**src/rtl/fixed3_norm_arbiter.sv**
```systemverilog
`default_nettype none
// ============================================================================
//  Module   : fixed3_norm_arbiter
//  Purpose  : Round-robin front end that shares one non-pipelined Fixed3
//             normalize unit (sqrt + three iterative dividers) between
//             NUM_REQ requesters. Holds the operand for the whole operation,
//             waits for the normalizer, returns the result to the granted
//             requester and times out a hung operation.
//  Ports    : clk, rst         - clock, synchronous active-high reset
//             req, req_v       - per-requester request level and operand
//             done, done_err   - one-cycle completion pulse, timeout flag
//             res_v, res_vn    - Fixed3 / FixedNorm3 result, valid with done
//             busy, grant_id   - activity flag, current/last grant index
//             norm_strobe/_v   - start pulse and operand to the normalizer
//             norm_valid/_ov/_ovn - normalizer completion and results
//  Revision : 1.0 - initial release
// ============================================================================
module fixed3_norm_arbiter #(
    parameter int NUM_REQ = 3,
    parameter int FW      = 32,
    parameter int NW      = 16,
    parameter int TIMEOUT = 256
) (
    input  logic                       clk,
    input  logic                       rst,
    input  logic [NUM_REQ-1:0]         req,
    input  logic [NUM_REQ*3*FW-1:0]    req_v,
    output logic [NUM_REQ-1:0]         done,
    output logic                       done_err,
    output logic [3*FW-1:0]            res_v,
    output logic [3*NW-1:0]            res_vn,
    output logic                       busy,
    output logic [$clog2(NUM_REQ)-1:0] grant_id,
    output logic                       norm_strobe,
    output logic [3*FW-1:0]            norm_v,
    input  logic                       norm_valid,
    input  logic [3*FW-1:0]            norm_ov,
    input  logic [3*NW-1:0]            norm_ovn
);

    localparam int c_gw  = $clog2(NUM_REQ);
    localparam int c_vw  = 3 * FW;
    localparam int c_nvw = 3 * NW;
    // A disabled timeout still gets a 1-bit counter so no zero-width vector exists.
    localparam int c_cw  = (TIMEOUT > 0) ? $clog2(TIMEOUT + 1) : 1;
    localparam logic [c_cw-1:0] c_to_last = c_cw'((TIMEOUT > 0) ? (TIMEOUT - 1) : 0);

    localparam logic [1:0] c_st_idle  = 2'd0;
    localparam logic [1:0] c_st_issue = 2'd1;
    localparam logic [1:0] c_st_wait  = 2'd2;
    localparam logic [1:0] c_st_done  = 2'd3;

    logic [1:0]        r_state;
    logic [1:0]        w_state_nxt;
    logic [c_gw-1:0]   r_grant;
    logic [c_gw-1:0]   r_last;
    logic [c_vw-1:0]   r_norm_v;
    logic [c_vw-1:0]   r_res_v;
    logic [c_nvw-1:0]  r_res_vn;
    logic              r_done_err;
    logic [c_cw-1:0]   r_cnt;

    logic              w_found;
    logic [c_gw-1:0]   w_winner;
    int                w_idx;
    logic              w_timeout;

    // Round-robin pick: first set request scanning upward from last+1 with
    // wrap-around, so the most recently served requester has lowest priority.
    always_comb begin
        w_found  = 1'b0;
        w_winner = '0;
        w_idx    = 0;
        for (int k = 1; k <= NUM_REQ; k++) begin
            w_idx = (int'(r_last) + k) % NUM_REQ;
            if (!w_found && req[w_idx]) begin
                w_found  = 1'b1;
                w_winner = c_gw'(w_idx);
            end
        end
    end

    assign w_timeout = (TIMEOUT != 0) && (r_cnt == c_to_last);

    // State register
    always_ff @(posedge clk) begin
        if (rst) begin
            r_state <= c_st_idle;
        end else begin
            r_state <= w_state_nxt;
        end
    end

    // Next-state logic; a normalizer completion outside WAIT is ignored.
    always_comb begin
        w_state_nxt = r_state;
        case (r_state)
            c_st_idle:  if (w_found) w_state_nxt = c_st_issue;
            c_st_issue: w_state_nxt = c_st_wait;
            c_st_wait:  if (norm_valid || w_timeout) w_state_nxt = c_st_done;
            c_st_done:  w_state_nxt = c_st_idle;
            default:    w_state_nxt = c_st_idle;
        endcase
    end

    // Datapath registers. The operand latch only loads at a new grant, which
    // keeps norm_v stable from ISSUE through DONE.
    always_ff @(posedge clk) begin
        if (rst) begin
            r_grant    <= '0;
            r_last     <= c_gw'(NUM_REQ - 1);
            r_norm_v   <= '0;
            r_res_v    <= '0;
            r_res_vn   <= '0;
            r_done_err <= 1'b0;
            r_cnt      <= '0;
        end else begin
            case (r_state)
                c_st_idle: begin
                    if (w_found) begin
                        r_grant  <= w_winner;
                        r_last   <= w_winner;
                        r_norm_v <= req_v[int'(w_winner)*c_vw +: c_vw];
                    end
                end
                c_st_issue: begin
                    r_cnt <= '0;
                end
                c_st_wait: begin
                    // A completion on the timeout cycle takes precedence.
                    if (norm_valid) begin
                        r_res_v    <= norm_ov;
                        r_res_vn   <= norm_ovn;
                        r_done_err <= 1'b0;
                    end else if (w_timeout) begin
                        r_res_v    <= '0;
                        r_res_vn   <= '0;
                        r_done_err <= 1'b1;
                    end else begin
                        r_cnt <= r_cnt + c_cw'(1);
                    end
                end
                default: ;
            endcase
        end
    end

    // Output decode
    always_comb begin
        norm_strobe = (r_state == c_st_issue);
        busy        = (r_state != c_st_idle);
        done        = '0;
        if (r_state == c_st_done) begin
            done = NUM_REQ'(1) << r_grant;
        end
    end

    assign done_err = r_done_err;
    assign res_v    = r_res_v;
    assign res_vn   = r_res_vn;
    assign grant_id = r_grant;
    assign norm_v   = r_norm_v;

endmodule
`default_nettype wire

```
**config.mk**
```make
export PLATFORM = sky130hd
export DESIGN_NAME = fixed3_norm_arbiter
export DESIGN_NICKNAME = d
export VERILOG_FILES = /design/src/rtl/fixed3_norm_arbiter.sv
export SDC_FILE = /design/constraint.sdc
export NUM_CORES = 1
export LEC_CHECK = 0
export ABC_AREA = 0
export BUFFER_PORTS_ARGS = -buffer_cell sky130_fd_sc_hd__buf_4
export CORE_AREA = 2 2 270 272
export CTS_CLUSTER_DIAMETER = 60
export DETAILED_ROUTE_END_ITERATION = 10
export DIE_AREA = 0 0 272 274
export GPL_TIMING_DRIVEN = 0
export SYNTH_ARGS = -nofsm -noshare
export SYNTH_HDL_FRONTEND = slang
export SYNTH_SLANG_ARGS = --single-unit
```
**constraint.sdc**
```tcl
create_clock -name clk -period 2.76 [get_ports clk]
set_clock_uncertainty 0.15 [all_clocks]
set_input_delay 0.414 -clock clk [delete_from_list [all_inputs] [get_ports clk]]
set_output_delay 0.414 -clock clk [all_outputs]
set_load 0.05 [all_outputs]
```
# ---- After elaboration in Yosys (flattened, before gate mapping)
# Index checks and enable logic that the tools add are counted.
# Widths: inputs -> output; s select.
dict set report word_totals {
  elab_cells 70
  register_bits 256
  out_inout_bits 248
  input_bits 438
}
dict set report classes {
  muxes 28
  mul 1
  eq_ne 8
  shifts 2
  div_mod_pow 3
  addsub 4
  reduce_logical 13
  magnitude_cmp 3
}
# cell n
set ops {}
lappend ops {{$shiftx 288x10->96} 1}
lappend ops {{$mux 96} 2}
lappend ops {{$lt 32x4->1 const B} 3}
lappend ops {{$mod 32x3->32 const B} 3}
lappend ops {{$mux 48} 2}
lappend ops {{$mux 9} 2}
lappend ops {{$pmux 9 s2} 1}
lappend ops {{$mux 1} 11}
lappend ops {{$mux 2} 5}
lappend ops {{$add 9x1->9 const B} 1}
lappend ops {{$eq 9x8->1 const B} 1}
lappend ops {{$ne 2x2->1 const B} 4}
lappend ops {{$pmux 2 s4} 1}
lappend ops {{$add 2x2->3 const B} 2}
lappend ops {{$bmux 1 s2} 3}
lappend ops {{$reduce_and 2->1} 3}
lappend ops {{$reduce_bool 2->1} 3}
lappend ops {{$eq 2x2->1 const B} 2}
lappend ops {{$mul 2x2->4 const B} 1}
lappend ops {{$add 2x1->3 const B} 1}
lappend ops {{$mux 3} 1}
lappend ops {{$reduce_and 3->1} 1}
lappend ops {{$shl 1x2->3 const A} 1}
lappend ops {{$eq 2x1->1 const B} 1}
lappend ops {{other kinds (4)} 6}

# ---- Depth between registers and ports, before layout
# Gate-level depths: netlist of run 1.
dict set report logic_depth {
  word_depth 14
  mapped_depth 11
  ltp_nobuf 9
}

# ---- Least setup slack after synthesis of run 1
# OpenSTA, ideal clock, no wires.
dict set report synth_path {
  kind {reg2reg}
  start {register r_state[0]}
  end {register r_norm_v[31], in the netlist norm_v[31]}
  t_required_ns 2.536
  setup_time_ns 0.074
  arrival_ns 2.272
  path_buffers 2
  setup_slack_ns 0.263
  stages_incl_launch_ff 10
  path_cell_list {dfxtp_1 -> inv_1 -> ha_1 -> clkinv_1 -> nor3_1 -> a31o_1 -> buf_2 -> clkbuf_1 -> a22oi_1 -> o22ai_2}
}
dict set report synth_between {
  elab_chain_cells 2
}
# element line
set synth_rtl {}
lappend synth_rtl {{start: declaration} 53} ;# logic [1:0] r_state;
lappend synth_rtl {{start signal: assignment} 88} ;# r_state <= c_st_idle;
lappend synth_rtl {{start signal: assignment} 90} ;# r_state <= w_state_nxt;
lappend synth_rtl {{$logic_not 2->1} 118} ;# case (r_state)
lappend synth_rtl {{$reduce_and 2->1 (no source line)} n/a}
lappend synth_rtl {{end signal: assignment} 123} ;# r_norm_v <= req_v[int'(w_winner)*c_vw +: c_vw];
lappend synth_rtl {{end: declaration} 57} ;# logic [c_vw-1:0] r_norm_v;
# No other way between the ends.
# A chain may end at the register's enable or synchronous reset.

==> flow_metrics.tcl, run 1 <==
set metrics [dict create \
    rr_endpoint "norm_v[24]" \
    critPathTopFamily "buffers and inverters" \
    synth_nets 1501 \
    pwr_density_cell_nw_per_um2 920 \
    synth_seq_cells 255 \
    grtUsageTotal_pct 15.4 \
    place_congestion 0.825 \
    worstSkewPairLatency_ps 540 \
    cts_buffers 34 \
    hp-start "req_v[156]" \
    die_h_microns 274 \
    crit_chain "inv_1 > ha_1 > buf_6 > nor2b_2 > o21ai_1 > a32o_1 > buf_8 > buf_12 > mux2i_1 > o22ai_1" \
    maxCapViolations 0 \
    slowest_stage "dfxtp_4" \
    fillers 7390 \
    relSlewSlack_pct 35.2 \
    ant_nets 0 \
    netlist_area_sq_um 10600 \
    holdPathEnd "norm_v[60]" \
    worst-r2r-cell-count 10 \
    post-place-ws_ps -618 \
    synthAdderAreaFrac_pct 1.19 \
    drive_gt1_share_pct 41.0 \
    io_pins 686 \
    critPathRequiredTime_ps 3010 \
    arrival_ps 2940 \
    mostFrequentLayoutCell "buf_4" \
    fp-row-count 99 \
    r2r_slack_ps 60 \
    core_area_sq_um 72000 \
    worst_pin_slew_ps 973 \
    synth_xor_area_share_pct 0.498 \
    yosysUniqueCellTypes 52 \
    routed_wl_microns 61200 \
    peakVddDrop_mv 0.709 \
    min_path_cells 3 \
    timing.final.crit_share_pct 97.7 \
    h-tree-depth 2 \
    grt_first_pass_wirelength_microns 85100 \
    drc_errors 0 \
    area_growth_pct 102 \
    firstDrtPassIters 5 \
    p_total_uw 19600 \
    synthSimpleGateAreaFrac_pct 7.54 \
    grt_overflow 0 \
    synth_top_family_by_area "compound AO/OA/AOI/OAI gates" \
    clock_sinks 255 \
    setup_violations 0 \
    total_leakage_power_uw 0.00947 \
    synth_edf_count 0 \
    routed_via_density 4.18 \
    final_nets 2526 \
    dpl.hpwl_microns 46100 \
    crit_fanout 10 \
    fmax_mhz 371 \
    num_vias 12800 \
    syn_inst 1053 \
    rr_startpoint "grant_id[0]" \
    seq_area_frac_synth_pct 48.4 \
    routedWlPerCell_microns 20.0 \
    design.die.area_sq_um 74500 \
    fp.dieW_microns 272 \
    grt_pass1_vias 13200 \
    cp-start-kind "flip-flop" \
    fin_crit_ps 2700 \
    cts_tree "done" \
    synth_compound_area_share_pct 27.2 \
    worst-setup-path-type "flip-flop to flip-flop" \
    grt_max_degree 13 \
    cts-root-buf "clkbuf_16" \
    final_max_slew_viol_count 0 \
    synth_mux_area_share_pct 9.66 \
    synthArstFlopShare_pct 0 \
    antenna_found_initial 17 \
    yosys_warnings 0 \
    start_util_pct 14.7 \
    endpoint_kind "flip-flop" \
    layout_common_cells "buf_4, dlygate4sd3_1, dfxtp_1, a22oi_1, nor2_1" \
    cts.clk_slew.worst_paths_ps 60 \
    crit_buf_inv 4 \
    drtIter0Drc 459 \
    fin_tns_setup_ps 0 \
    hold_viol 0 \
    hold_class "input pin to flip-flop" \
    status "finished clean" \
    synth_area_per_cell_sq_um 10.0 \
    portBuffers 683 \
    cts_buffer_depth 3 \
    critPathMaxStageDelay_ps 390 \
    worst_slack_ps 63.9 \
    synth_flop_cell "dfxtp_1" \
]
-- repair_timing --
| action | 4_1_cts | 5_1_grt |
|---|---|---|
| endpoints found under the setup margin | 243 | 217 |
| hold buffers | 301 | 0 |
| pin swaps | 2 | 2 |
| endpoints found under the hold margin | 217 | 0 |
| buffers inserted | 4 | 3 |
| resized for setup | 51 | 53 |
-- cell usage after synthesis (2+ instances only) --
| cell type | number | share of area (%) |
|---|---|---|
| dfxtp_1 | 255 | 48 |
| a21oi_1 | 6 | 0.28 |
| clkbuf_1 | 60 | 2.1 |
| nand2b_1 | 3 | 0.18 |
| nor2_1 | 160 | 5.7 |
| a211oi_1 | 26 | 1.8 |
| xor2_1 | 5 | 0.42 |
| inv_1 | 10 | 0.36 |
| o22a_1 | 2 | 0.17 |
| nor3b_1 | 2 | 0.14 |
| o22ai_2 | 30 | 3.6 |
| buf_4 | 4 | 0.28 |
| ha_1 | 10 | 1.2 |
| nor2b_1 | 3 | 0.18 |
| nor3_1 | 3 | 0.14 |
| buf_1 | 7 | 0.25 |
| nand3_1 | 4 | 0.19 |
| a31o_1 | 2 | 0.17 |
| buf_6 | 14 | 1.5 |
| o22ai_1 | 69 | 4.1 |
| and3_1 | 6 | 0.36 |
| nand2_1 | 7 | 0.25 |
| o21ai_0 | 2 | 0.095 |
| mux2i_1 | 99 | 9.4 |
| and2_1 | 2 | 0.12 |
| buf_2 | 21 | 1.0 |
| a22oi_1 | 216 | 15 |
-- cell families (layout without fill, tap and decap cells) --
group | after synthesis | after routing
buffers and inverters | 117 | 1164
AO/OA/AOI/OAI | 370 | 370
flip-flops | 255 | 255
AND/OR/NAND/NOR | 194 | 194
XOR/XNOR | 6 | 6
other | 0 | 5
multiplexers | 101 | 101
adder cells (fa/ha/maj) | 10 | 10
-- metrics by stage --
step	hold WS, ps	utilization [%]	std cells	cell area [sq um]
5_1_grt	12.2	29.6	3062	21300
4_1_cts	0.00366	29.4	3057	21200
3_5_place_dp	317	23.5	2695	16900
2_1_floorplan	294	-	1053	10600
3_3_place_gp	308	23.5	2695	16900
6_report	24.6	29.6	3064	21300
-- cell type report --
type	instances	area, sq um	area share, %
buffer	104	673	3.16
clock inverter	13	161	0.757
timing repair buffer	991	8190	38.4
clock buffer	45	943	4.43
tap	959	1200	5.63
inverter	11	42.5	0.200
sequential	255	5110	24.0
multi-input combinational	681	4980	23.4
antenna	5	12.5	0.0587
-- power breakdown --
part	switching, uW	total [uW]	internal (uW)
clock	1840	4460	2620
sequential	406	4780	4370
combinational	6290	10400	4100
-- state kept, by name (all words and copies together) (netlist names) --
signal / cells
r_cnt: 9
grant_id: 2
done_err: 1
res_v: 96
norm_v: 96
r_state: 2
res_vn: 48
r_last: 1
-- worst max-delay path by stage --
stage               cells after the start         end   startpoint  slack (ps)
floorplan                               9  norm_v[31]   r_state[0]         260
global placement                        4  norm_v[90]          rst        -580
detailed placement                      4  res_vn[47]          rst        -620
CTS                                     9    res_v[9]     r_cnt[0]           3
global route                           10  norm_v[46]  grant_id[0]         -20
finish                                 10  norm_v[24]  grant_id[0]          60
-- tightest hold or removal path: cells and delay by family --
kind	cells	cell delay, ps
multiplexers	1	60
AO/OA/AOI/OAI	1	110
buffers and inverters	1	90
-- layer usage --
layer | track usage, % | wire length [microns] | vias up
met4 | 7.63 | 2840 | 6
met2 | 28.0 | 30800 | 685
li1 | - | - | 6029
met3 | 3.84 | 4240 | 125
met1 | 16.5 | 23300 | 5969
met5 | 0 | 40 | -
Power figures use the tool's default switching activity.
==> run 2, diff against run 1 <==
--- a/config.mk
+++ b/config.mk
@@ -12,6 +12,8 @@
 export DETAILED_ROUTE_END_ITERATION = 10
 export DIE_AREA = 0 0 272 274
 export GPL_TIMING_DRIVEN = 0
+export HOLD_SLACK_MARGIN = 0.05
+export REMOVE_ABC_BUFFERS = 1
 export SYNTH_ARGS = -nofsm -noshare
 export SYNTH_HDL_FRONTEND = slang
 export SYNTH_SLANG_ARGS = --single-unit
==> constraint.sdc (replaced) <==
create_clock -name clk -period 2.76 [get_ports clk]
set_clock_uncertainty 0.15 [all_clocks]
set_input_delay 0.414 -clock clk [delete_from_list [all_inputs] [get_ports clk]]
set_output_delay 0.414 -clock clk [all_outputs]
set_load 0.005 [all_outputs]
==> run 2 against run 1 <==
- sequential power about the same
- combinational power decreased by 18%
- setup slack improved by 2.8 ps
==> flow_metrics.tcl, run 2 (same netlist as run 1, synthesis figures left out) <==
set metrics [dict create \
    grt_max_degree 116 \
    r2r_slack_ps 70 \
    fp-row-count 99 \
    worst-setup-path-type "flip-flop to flip-flop" \
    ant_nets 0 \
    crit_chain "inv_1 > ha_1 > nand2b_1 > o22a_2 > a31o_4 > buf_16 > a22oi_1 > o22ai_2" \
    worstSkewPairLatency_ps 540 \
    endpoint_kind "flip-flop" \
    cts_buffer_depth 3 \
    grtUsageTotal_pct 12.8 \
    layout_common_cells "buf_4, dlygate4sd3_1, dfxtp_1, a22oi_1, nor2_1" \
    core_area_sq_um 72000 \
    grt_overflow 0 \
    pwr_density_cell_nw_per_um2 817 \
    setup_violations 0 \
    cts_buffers 38 \
    cts-root-buf "clkbuf_16" \
    cp-start-kind "flip-flop" \
    drtIter0Drc 714 \
    io_pins 686 \
    rsz0062_at_grt "true" \
    peakVddDrop_mv 0.613 \
    final_nets 2551 \
    crit_cells 8 \
    portBuffers 685 \
    crit_buf_inv 2 \
    final_max_slew_viol_count 0 \
    fp.dieW_microns 272 \
    antenna_found_initial 3 \
    start_util_pct 14.7 \
    num_vias 13200 \
    die_h_microns 274 \
    critPathTopFamily "compound AO/OA/AOI/OAI gates" \
    fin_crit_ps 2690 \
    total_leakage_power_uw 0.00987 \
    crit_fanout 68 \
    final_cell_area_sq_um 22600 \
    slowest_stage "dfxtp_2" \
    place_congestion 0.771 \
    clock_sinks 255 \
    fin_tns_setup_ps 0 \
    cts.clk_slew.worst_paths_ps 50 \
    critPathRequiredTime_ps 3000 \
    relSlewSlack_pct 43.0 \
    dpl_cell_area_sq_um 16700 \
    hold_viol 0 \
    area_growth_pct 114 \
    h-tree-depth 2 \
    min_path_cells 3 \
    hold_class "input pin to flip-flop" \
    status "finished clean" \
    firstDrtPassIters 6 \
    timing.final.crit_share_pct 97.6 \
    drc_errors 0 \
    grt_first_pass_wirelength_microns 75600 \
    critPathMaxStageDelay_ps 390 \
    cts_tree "done" \
    fin_util_pct 31.3 \
    routedWlPerCell_microns 17.4 \
    timing.hold.ws_ps 95.9 \
    maxCapViolations 0 \
    mostFrequentLayoutCell "buf_4" \
    p_total_uw 18400 \
    dpl.hpwl_microns 31900 \
    drive_gt1_share_pct 40.0 \
    routed_via_density 4.26 \
    arrival_ps 2940 \
    routed_wl_microns 53700 \
    worst_pin_slew_ps 855 \
    worst-r2r-cell-count 8 \
    grt_pass1_vias 13200 \
    design.die.area_sq_um 74500 \
    fmax_mhz 371 \
]
## run 2: what timing repair did
action / in CTS / in global routing
cloned: 5 / 5
pin swaps: 8 / 7
setup endpoints to repair: 148 / 104
endpoints found under the hold margin: 239 / 0
resized for setup: 23 / 29
buffers inserted: 6 / 9
hold buffers: 396 / 0
## run 2: area by class of cell
class	instances	area [sq um]
inverters	11	45.0
flip-flops and latches	255	5110
diodes	3	7.51
well taps	959	1200
clock inverters	17	262
multi-input cells	687	5250
clock buffers	50	1060
repair buffers	1110	9630
fillers	7207	49400
## run 2: worst min-delay path, delay by kind of cell
| kind | cells | cell delay [ps] |
|---|---|---|
| buffers and inverters | 1 | 110 |
| AO/OA/AOI/OAI | 1 | 90 |
| multiplexers | 1 | 120 |
## run 2: report_power, final
group / leakage (uW) / internal, uW / switching, uW
Sequential: 0.00208 / 4370 / 413
Combinational: 0.00716 / 4190 / 4350
Clock: 0.000634 / 3200 / 1910
Total: 0.00987 / 11800 / 6670
## run 2: final timing paths
kind,from,endpoint
setup reg to reg,r_last[1],norm_v[50]
hold reg to reg,r_cnt[1],r_cnt[1]
hold / removal,req_v[106],norm_v[10]
setup / recovery,r_last[1],norm_v[50]
## run 2: per-layer routing
metal | up-vias | GRT usage, % | wire (microns)
met1 | 6340 | 14.9 | 21200
met3 | 140 | 2.92 | 3360
li1 | 6094 | - | -
met4 | 0 | 5.70 | 2190
met5 | - | 0 | 0
met2 | 592 | 22.4 | 26900
## run 2: metrics by stage
stage / instances / setup WS (ps)
2_1_floorplan: 947 / -7320
6_report: 3092 / 66.7
5_1_grt: 3091 / -24.0
3_3_place_gp: 2591 / -13810
3_5_place_dp: 2603 / -1010
4_1_cts: 3075 / 11.1
